`src/rtl/pipelined_subtractor_16bit_if.sv`:
```
`default_nettype none
// ============================================================================
//  Module      : pipelined_subtractor_16bit_if
//  Description : Operand/result handshake bundle for the pipelined subtractor.
//                The master drives operands and consumes results; the slave
//                is the subtractor itself.
//  Revision    : 1.0 - initial release
// ============================================================================
interface pipelined_subtractor_16bit_if #(
   parameter int WIDTH = 16
) ();
   // Operand side
   logic             in_valid;
   logic             in_ready;
   logic [WIDTH-1:0] a;
   logic [WIDTH-1:0] b;
   logic             bin;
   // Result side
   logic             out_valid;
   logic             out_ready;
   logic [WIDTH-1:0] diff;
   logic             bout;
   logic             ovf;
   logic             zero;

   modport master (
      output in_valid, a, b, bin, out_ready,
      input  in_ready, out_valid, diff, bout, ovf, zero
   );

   modport slave (
      input  in_valid, a, b, bin, out_ready,
      output in_ready, out_valid, diff, bout, ovf, zero
   );
endinterface
`default_nettype wire

```
`src/rtl/pipelined_subtractor_16bit.sv`:
```
`default_nettype none
// ============================================================================
//  Module      : pipelined_subtractor_16bit
//  Description : Pipelined two's-complement subtractor, diff = a - b - bin.
//                Each stage resolves one SLICE-bit lookahead slice of
//                a + ~b + cin; the carry ripples between stages through
//                registers. Valid/ready handshake on both ends, one operation
//                per cycle, latency WIDTH/SLICE cycles.
//  Revision    : 1.0 - initial release
// ============================================================================
module pipelined_subtractor_16bit #(
   parameter int WIDTH = 16,
   parameter int SLICE = 4
) (
   input  wire logic                    clk,
   input  wire logic                    rst,
   pipelined_subtractor_16bit_if.slave  bus
);

   localparam int STAGES = WIDTH / SLICE;

   // Ready chain: w_ready[k] is the readiness of stage k, w_ready[STAGES]
   // is the downstream consumer. A stage may load when it is empty or when
   // its own content leaves in the same cycle.
   logic [STAGES:0]   w_ready;
   logic [STAGES-1:0] w_valid;

   assign w_ready[STAGES] = bus.out_ready;
   assign bus.in_ready    = w_ready[0];

   // One slice of a + ~b + cin with full carry lookahead; returns {cout, sum}.
   function automatic logic [SLICE:0] f_sub_slice(
      input logic [SLICE-1:0] a_s,
      input logic [SLICE-1:0] b_s,
      input logic             cin
   );
      logic [SLICE-1:0] p;
      logic [SLICE-1:0] g;
      logic [SLICE:0]   c;
      logic             term;
      p    = a_s ^ ~b_s;
      g    = a_s & ~b_s;
      c    = '0;
      c[0] = cin;
      // c[i+1] = p[i:0]&cin | g[0]&p[i:1] | ... | g[i], each term flat
      for (int i = 0; i < SLICE; i++) begin
         term = cin;
         for (int j = 0; j <= i; j++) begin
            term = term & p[j];
         end
         c[i+1] = term;
         for (int j = 0; j <= i; j++) begin
            term = g[j];
            for (int m = j + 1; m <= i; m++) begin
               term = term & p[m];
            end
            c[i+1] = c[i+1] | term;
         end
      end
      return {c[SLICE], p ^ c[SLICE-1:0]};
   endfunction

   for (genvar k = 0; k < STAGES; k++) begin : g_stage
      // RW: operand bits still to be processed on entry to this stage.
      // DW: result bits known once this stage has resolved its slice.
      localparam int RW = WIDTH - SLICE * k;
      localparam int DW = SLICE * (k + 1);

      logic          w_up_valid;
      logic [RW-1:0] w_a_rem;
      logic [RW-1:0] w_b_rem;
      logic          w_cin;
      logic [SLICE:0] w_slice;
      logic [DW-1:0] w_diff_d;
      logic          w_load;
      logic          r_valid_q;
      logic [DW-1:0] r_diff_q;

      if (k == 0) begin : g_src_in
         // First slice: borrow-in enters as an inverted carry.
         assign w_up_valid = bus.in_valid;
         assign w_a_rem    = bus.a;
         assign w_b_rem    = bus.b;
         assign w_cin      = ~bus.bin;
         assign w_diff_d   = w_slice[SLICE-1:0];
      end else begin : g_src_stage
         assign w_up_valid = w_valid[k-1];
         assign w_a_rem    = g_stage[k-1].g_fwd.r_a_q;
         assign w_b_rem    = g_stage[k-1].g_fwd.r_b_q;
         assign w_cin      = g_stage[k-1].g_fwd.r_carry_q;
         assign w_diff_d   = {w_slice[SLICE-1:0], g_stage[k-1].r_diff_q};
      end

      assign w_slice    = f_sub_slice(w_a_rem[SLICE-1:0], w_b_rem[SLICE-1:0], w_cin);
      assign w_ready[k] = ~r_valid_q | w_ready[k+1];
      assign w_valid[k] = r_valid_q;
      // Data only moves when a real operation arrives; a bubble just clears valid.
      assign w_load     = w_ready[k] & w_up_valid;

      // Stage occupancy: take the upstream valid whenever this stage can move.
      always_ff @(posedge clk) begin
         if (rst) begin
            r_valid_q <= 1'b0;
         end else if (w_ready[k]) begin
            r_valid_q <= w_up_valid;
         end
      end

      // Accumulated low result bits, extended by this stage's slice.
      always_ff @(posedge clk) begin
         if (rst) begin
            r_diff_q <= '0;
         end else if (w_load) begin
            r_diff_q <= w_diff_d;
         end
      end

      if (k < STAGES - 1) begin : g_fwd
         logic [RW-SLICE-1:0] r_a_q;
         logic [RW-SLICE-1:0] r_b_q;
         logic                r_carry_q;

         // Forward the unprocessed operand bits and this slice's carry.
         always_ff @(posedge clk) begin
            if (rst) begin
               r_a_q     <= '0;
               r_b_q     <= '0;
               r_carry_q <= 1'b0;
            end else if (w_load) begin
               r_a_q     <= w_a_rem[RW-1:SLICE];
               r_b_q     <= w_b_rem[RW-1:SLICE];
               r_carry_q <= w_slice[SLICE];
            end
         end
      end else begin : g_last
         logic w_ovf_d;
         logic w_zero_d;
         logic r_bout_q;
         logic r_ovf_q;
         logic r_zero_q;

         // Overflow when operand signs differ and the result sign differs from a.
         assign w_ovf_d  = (w_a_rem[RW-1] ^ w_b_rem[RW-1]) & (w_a_rem[RW-1] ^ w_diff_d[DW-1]);
         assign w_zero_d = ~|w_diff_d;

         // Result flags: final carry inverted gives the unsigned borrow.
         always_ff @(posedge clk) begin
            if (rst) begin
               r_bout_q <= 1'b0;
               r_ovf_q  <= 1'b0;
               r_zero_q <= 1'b0;
            end else if (w_load) begin
               r_bout_q <= ~w_slice[SLICE];
               r_ovf_q  <= w_ovf_d;
               r_zero_q <= w_zero_d;
            end
         end

         assign bus.out_valid = r_valid_q;
         assign bus.diff      = r_diff_q;
         assign bus.bout      = r_bout_q;
         assign bus.ovf       = r_ovf_q;
         assign bus.zero      = r_zero_q;
      end
   end

endmodule
`default_nettype wire

```
`src/flat_wrapper.sv`:
```
// flat-port wrapper written by rule: the top's interface ports become plain ports
module pipelined_subtractor_16bit_flat 
#(
   parameter int WIDTH = 16,
   parameter int SLICE = 4
)
  (clk, rst, bus_in_valid, bus_a, bus_b, bus_bin, bus_out_ready, bus_in_ready, bus_out_valid, bus_diff, bus_bout, bus_ovf, bus_zero);
  pipelined_subtractor_16bit_if #(.WIDTH(WIDTH)) bus_i ();
  input  wire logic clk;
  input  wire logic rst;
  input wire logic [$bits(bus_i.in_valid)-1:0] bus_in_valid;
  input wire logic [$bits(bus_i.a)-1:0] bus_a;
  input wire logic [$bits(bus_i.b)-1:0] bus_b;
  input wire logic [$bits(bus_i.bin)-1:0] bus_bin;
  input wire logic [$bits(bus_i.out_ready)-1:0] bus_out_ready;
  output wire logic [$bits(bus_i.in_ready)-1:0] bus_in_ready;
  output wire logic [$bits(bus_i.out_valid)-1:0] bus_out_valid;
  output wire logic [$bits(bus_i.diff)-1:0] bus_diff;
  output wire logic [$bits(bus_i.bout)-1:0] bus_bout;
  output wire logic [$bits(bus_i.ovf)-1:0] bus_ovf;
  output wire logic [$bits(bus_i.zero)-1:0] bus_zero;
  assign bus_i.in_valid = bus_in_valid;
  assign bus_i.a = bus_a;
  assign bus_i.b = bus_b;
  assign bus_i.bin = bus_bin;
  assign bus_i.out_ready = bus_out_ready;
  assign bus_in_ready = bus_i.in_ready;
  assign bus_out_valid = bus_i.out_valid;
  assign bus_diff = bus_i.diff;
  assign bus_bout = bus_i.bout;
  assign bus_ovf = bus_i.ovf;
  assign bus_zero = bus_i.zero;
  pipelined_subtractor_16bit #(.WIDTH(WIDTH), .SLICE(SLICE)) u_core (.clk(clk), .rst(rst), .bus(bus_i));
endmodule
```
`config.mk`:
```
export PLATFORM = sky130hd
export DESIGN_NAME = pipelined_subtractor_16bit_flat
export DESIGN_NICKNAME = d
export VERILOG_FILES = /design/src/rtl/pipelined_subtractor_16bit_if.sv /design/src/rtl/pipelined_subtractor_16bit.sv /design/src/flat_wrapper.sv
export SDC_FILE = /design/constraint.sdc
export NUM_CORES = 1
export LEC_CHECK = 0
export BUFFER_PORTS_ARGS = -buffer_cell sky130_fd_sc_hd__buf_2
export CAP_MARGIN = 30
export CORE_MARGIN = 8
export CORE_UTILIZATION = 51
export DETAILED_ROUTE_END_ITERATION = 7
export PLACE_DENSITY = 0.77
export SETUP_SLACK_MARGIN = 0.2
export SLEW_MARGIN = 20
export SYNTH_ARGS = -nofsm -noshare
export SYNTH_HDL_FRONTEND = slang
export SYNTH_SLANG_ARGS = --single-unit
```
`constraint.sdc`:
```
create_clock -name clk -period 1.8 [get_ports clk]
set_clock_uncertainty 0.05 [all_clocks]
set_input_delay 0.18 -clock clk [delete_from_list [all_inputs] [get_ports clk]]
set_output_delay 0.18 -clock clk [all_outputs]
set_load 0.02 [all_outputs]
```
==> impl_metrics.toml <==
[outcome]
status = "finished, final reports clean"

[setup_path]
cp-end-kind = "flip-flop"
ff2ff_setup_slack_ns = 0.02
cp-start-kind = "flip-flop"
cp_max_fo = 2
r2r_end = "u_core.bus.zero"
cp.required_ns = 2.04
reg2reg_depth = 6
worstPathArrival_ns = 2.02
crit_type = "reg -> reg"
r2r_start = "u_core.g_stage[2].g_fwd.r_b_q[0]"

[grt]
grt_usage_pct = 16.6
grt_pass1_wl_mm = 15.5
grt_max_degree = 96
grt_pass1_vias = 3496
grt_overflow_total = 0
grt_antenna_before_repair = 0

[yosys]
synth_cell_types = 46
yosys.area_share.simple_pct = 21.5
synthesis.nets = 574
synthMuxAreaShare_pct = 0
synth_async_sr_flop_share_pct = 0
syn_avg_cell_area_um2 = 8.12
ys_ff_latch = 98
synthXorXnorAreaFrac_pct = 0.841
syn_area_um2 = 4170
synth_cells = 513
synthAdderAreaFrac_pct = 7.93
synth_top_family_by_area = "simple AND/OR/NAND/NOR gates"
yosys_most_used_dff = "dfxtp_1"
ys_seq_area_share_pct = 47.1
synth-compound-area-share_pct = 16.1
synth_edf_count = 0
ys_warn_count = 0

[floorplanning]
core_area_um2 = 8050
initial_utilization_pct = 51.7
io_pins = 58
fp.dieW_um = 106
die_area_um2 = 11300
die_h_um = 106
row_count = 33

[power]
p_comb_share_pct = 10.2
power_leakage_nw = 2.03
power.density_nw_per_um2 = 866
power_frac_clock_pct = 38.3
intPower_mw = 3.42
totalPowerFinal_mw = 4.46
p_sw_mw = 1.04
switching_share_pct = 23.4
ir_drop_mv = 0.504
p_seq_share_pct = 51.5

[layout]
fin_util_pct = 63.9
layout_commonest_cell = "nand2_1"
layout_common_cells = "164 x nand2_1, 90 x dfxtp_1, 88 x a21oi_1, 57 x buf_2, 27 x inv_1"
area_growth_pct = 23.6
fillers = 678
drive_gt1_share_pct = 21.8
nets = 647
diodes = 0

[timing]
finalCriticalPeriod_ns = 1.78
drv_slew = 0
timing_hold_violations_final = 0
slew_headroom_pct = 60.0
worstMarginPinSlew_ns = 0.600
final-setup-viol-count = 0
fmax_ghz = 0.562
rsz0062_at_grt = "yes"
period_share_pct = 98.9
hold_slack_ns = 0.00901

[placement]
dpl.hpwl_mm = 6.29
routabilityCongestion = 0.790
portBuffers = 57

[job]
drv.max_cap_violation_count = 0

[clock_tree]
cts_root_buf = "clkbuf_8"
clkSinkCount = 98
insertion_delay_ns = 0.36
cts.htree.levels = 3
cts.path.max_buffers = 2
cts_inserted_buffers = 9
clk_pin_slew_ns = 0.09
cts_tree = "done"

[route]
vias_per_cell = 5.11
drt-initial-drc-count = 140
drc_errors = 0
first_pass_iters = 4
drtAntennaViolNets = 0
totalWireLength_mm = 9.27
wl_per_cell_um = 13.3
vias = 3559

[hold_path]
hold_depth = 3
min_from = "bus_a[10]"
holdPathEnd = "u_core.g_stage[0].g_fwd.r_a_q[6]"
min_path_type = "in -> reg"
[sequential cells by signal, indices dropped and copies added, names as in the netlist]
| signal | count |
|---|---|
| u_core.bus.ovf | 1 |
| u_core.g_stage.r_valid_q | 3 |
| u_core.g_stage.g_fwd.r_a_q | 24 |
| u_core.bus.bout | 1 |
| u_core.g_stage.r_diff_q | 24 |
| u_core.g_stage.g_fwd.r_carry_q | 3 |
| u_core.bus.diff | 16 |
| u_core.bus.out_valid | 1 |
| u_core.bus.zero | 1 |
| u_core.g_stage.g_fwd.r_b_q | 24 |
[layer usage]
layer | GRT usage, % | up-vias | share of wire [%]
met4 | 7.34 | 0 | 2.5
li1 | - | 1828 | -
met2 | 28.6 | 85 | 47
met1 | 18.9 | 1627 | 45
met5 | 0 | - | 0
met3 | 4.23 | 19 | 5.4
[timing repair]
item | 4_1_cts | 5_1_grt
resized for setup | 21 | 10
hold buffers | 15 | 0
buffers inserted | 6 | 1
setup endpoints to repair | 33 | 32
hold endpoints to repair | 15 | 0
pin swaps | 20 | 5
[how the worst max path moves through the flow]
stage / from / to / slack, ns / cells past startpoint
2_1_floorplan: u_core.g_stage[2].g_fwd.r_b_q[0] / u_core.bus.bout / 0.03 / 7
3_3_place_gp: u_core.g_stage[2].g_fwd.r_b_q[0] / u_core.bus.bout / 0.002 / 7
3_5_place_dp: u_core.g_stage[2].g_fwd.r_b_q[0] / u_core.bus.bout / -0.07 / 7
4_1_cts: u_core.g_stage[2].g_fwd.r_carry_q / u_core.bus.zero / 0.1 / 5
5_1_grt: u_core.g_stage[2].g_fwd.r_b_q[0] / u_core.bus.ovf / -0.04 / 8
6_report: u_core.g_stage[2].g_fwd.r_b_q[0] / u_core.bus.zero / 0.02 / 6
[kinds of logic after synthesis]
kind of cell / Yosys count
adders and majority gates: 24
and+or+nand+nor: 209
DFF: 98
AOI/OAI and AO/OA: 118
xor gates and xnor gates: 4
buffers and inverters: 60
[per-stage QoR]
| stage | area [um2] | std cells | worst slack, ns | setup TNS [ns] |
|---|---|---|---|---|
| 4_1_cts | 5090 | 695 | 0.100 | 0 |
| 3_5_place_dp | 4550 | 658 | -0.0719 | -0.102 |
| 2_1_floorplan | 4170 | 513 | 0.0303 | 0 |
| 5_1_grt | 5150 | 696 | -0.0443 | -0.124 |
| 3_3_place_gp | 4550 | 658 | 0.00216 | 0 |
| 6_report | 5150 | 696 | 0.0202 | 0 |
[power by group through the flow]
stage	Combinational [mW]	Sequential, mW	Clock [mW]
finish	0.456	2.30	1.71
global route	0.509	2.30	1.82
global placement	0.372	2.34	0
detailed placement	0.385	2.34	0
floorplan	0.271	2.34	0
CTS	0.438	2.29	1.74
[cells in the mapped netlist, types with 3 or more instances]
library cell | instances | area [um2]
nand2_1 | 164 | 616
dfxtp_1 | 98 | 1960
a21oi_1 | 90 | 450
inv_1 | 30 | 113
ha_1 | 20 | 250
buf_2 | 12 | 60.1
nor2_1 | 11 | 41.3
clkbuf_1 | 10 | 37.5
nand3_1 | 7 | 35.0
o21ai_0 | 6 | 30.0
a211oi_1 | 4 | 30.0
buf_6 | 4 | 45.0
fa_1 | 4 | 80.1
o211ai_1 | 4 | 30.0
or3_1 | 4 | 25.0
a21boi_0 | 3 | 22.5
and2_1 | 3 | 18.8
nor3b_1 | 3 | 22.5
o21a_1 | 3 | 22.5
xnor2_1 | 3 | 26.3
[critical path, cell delays in order (launching register included)]
cell	delay, ns
dfxtp_2	0.34
buf_4	0.13
buf_4	0.13
fa_2	0.53
and4_1	0.18
nand4_1	0.10
o31ai_2	0.24
[cell type report]
cell class	count	area, um2	share of cell area (%)
Inverter	32	120	2.33
Tap cell	105	131	2.55
Timing Repair Buffer	90	599	11.6
Clock inverter	6	114	2.21
Sequential cell	98	1970	38.3
Multi-Input combinational cell	355	2070	40.3
Clock buffer	10	138	2.67
Note: power is estimated with default switching activity, not from simulation.
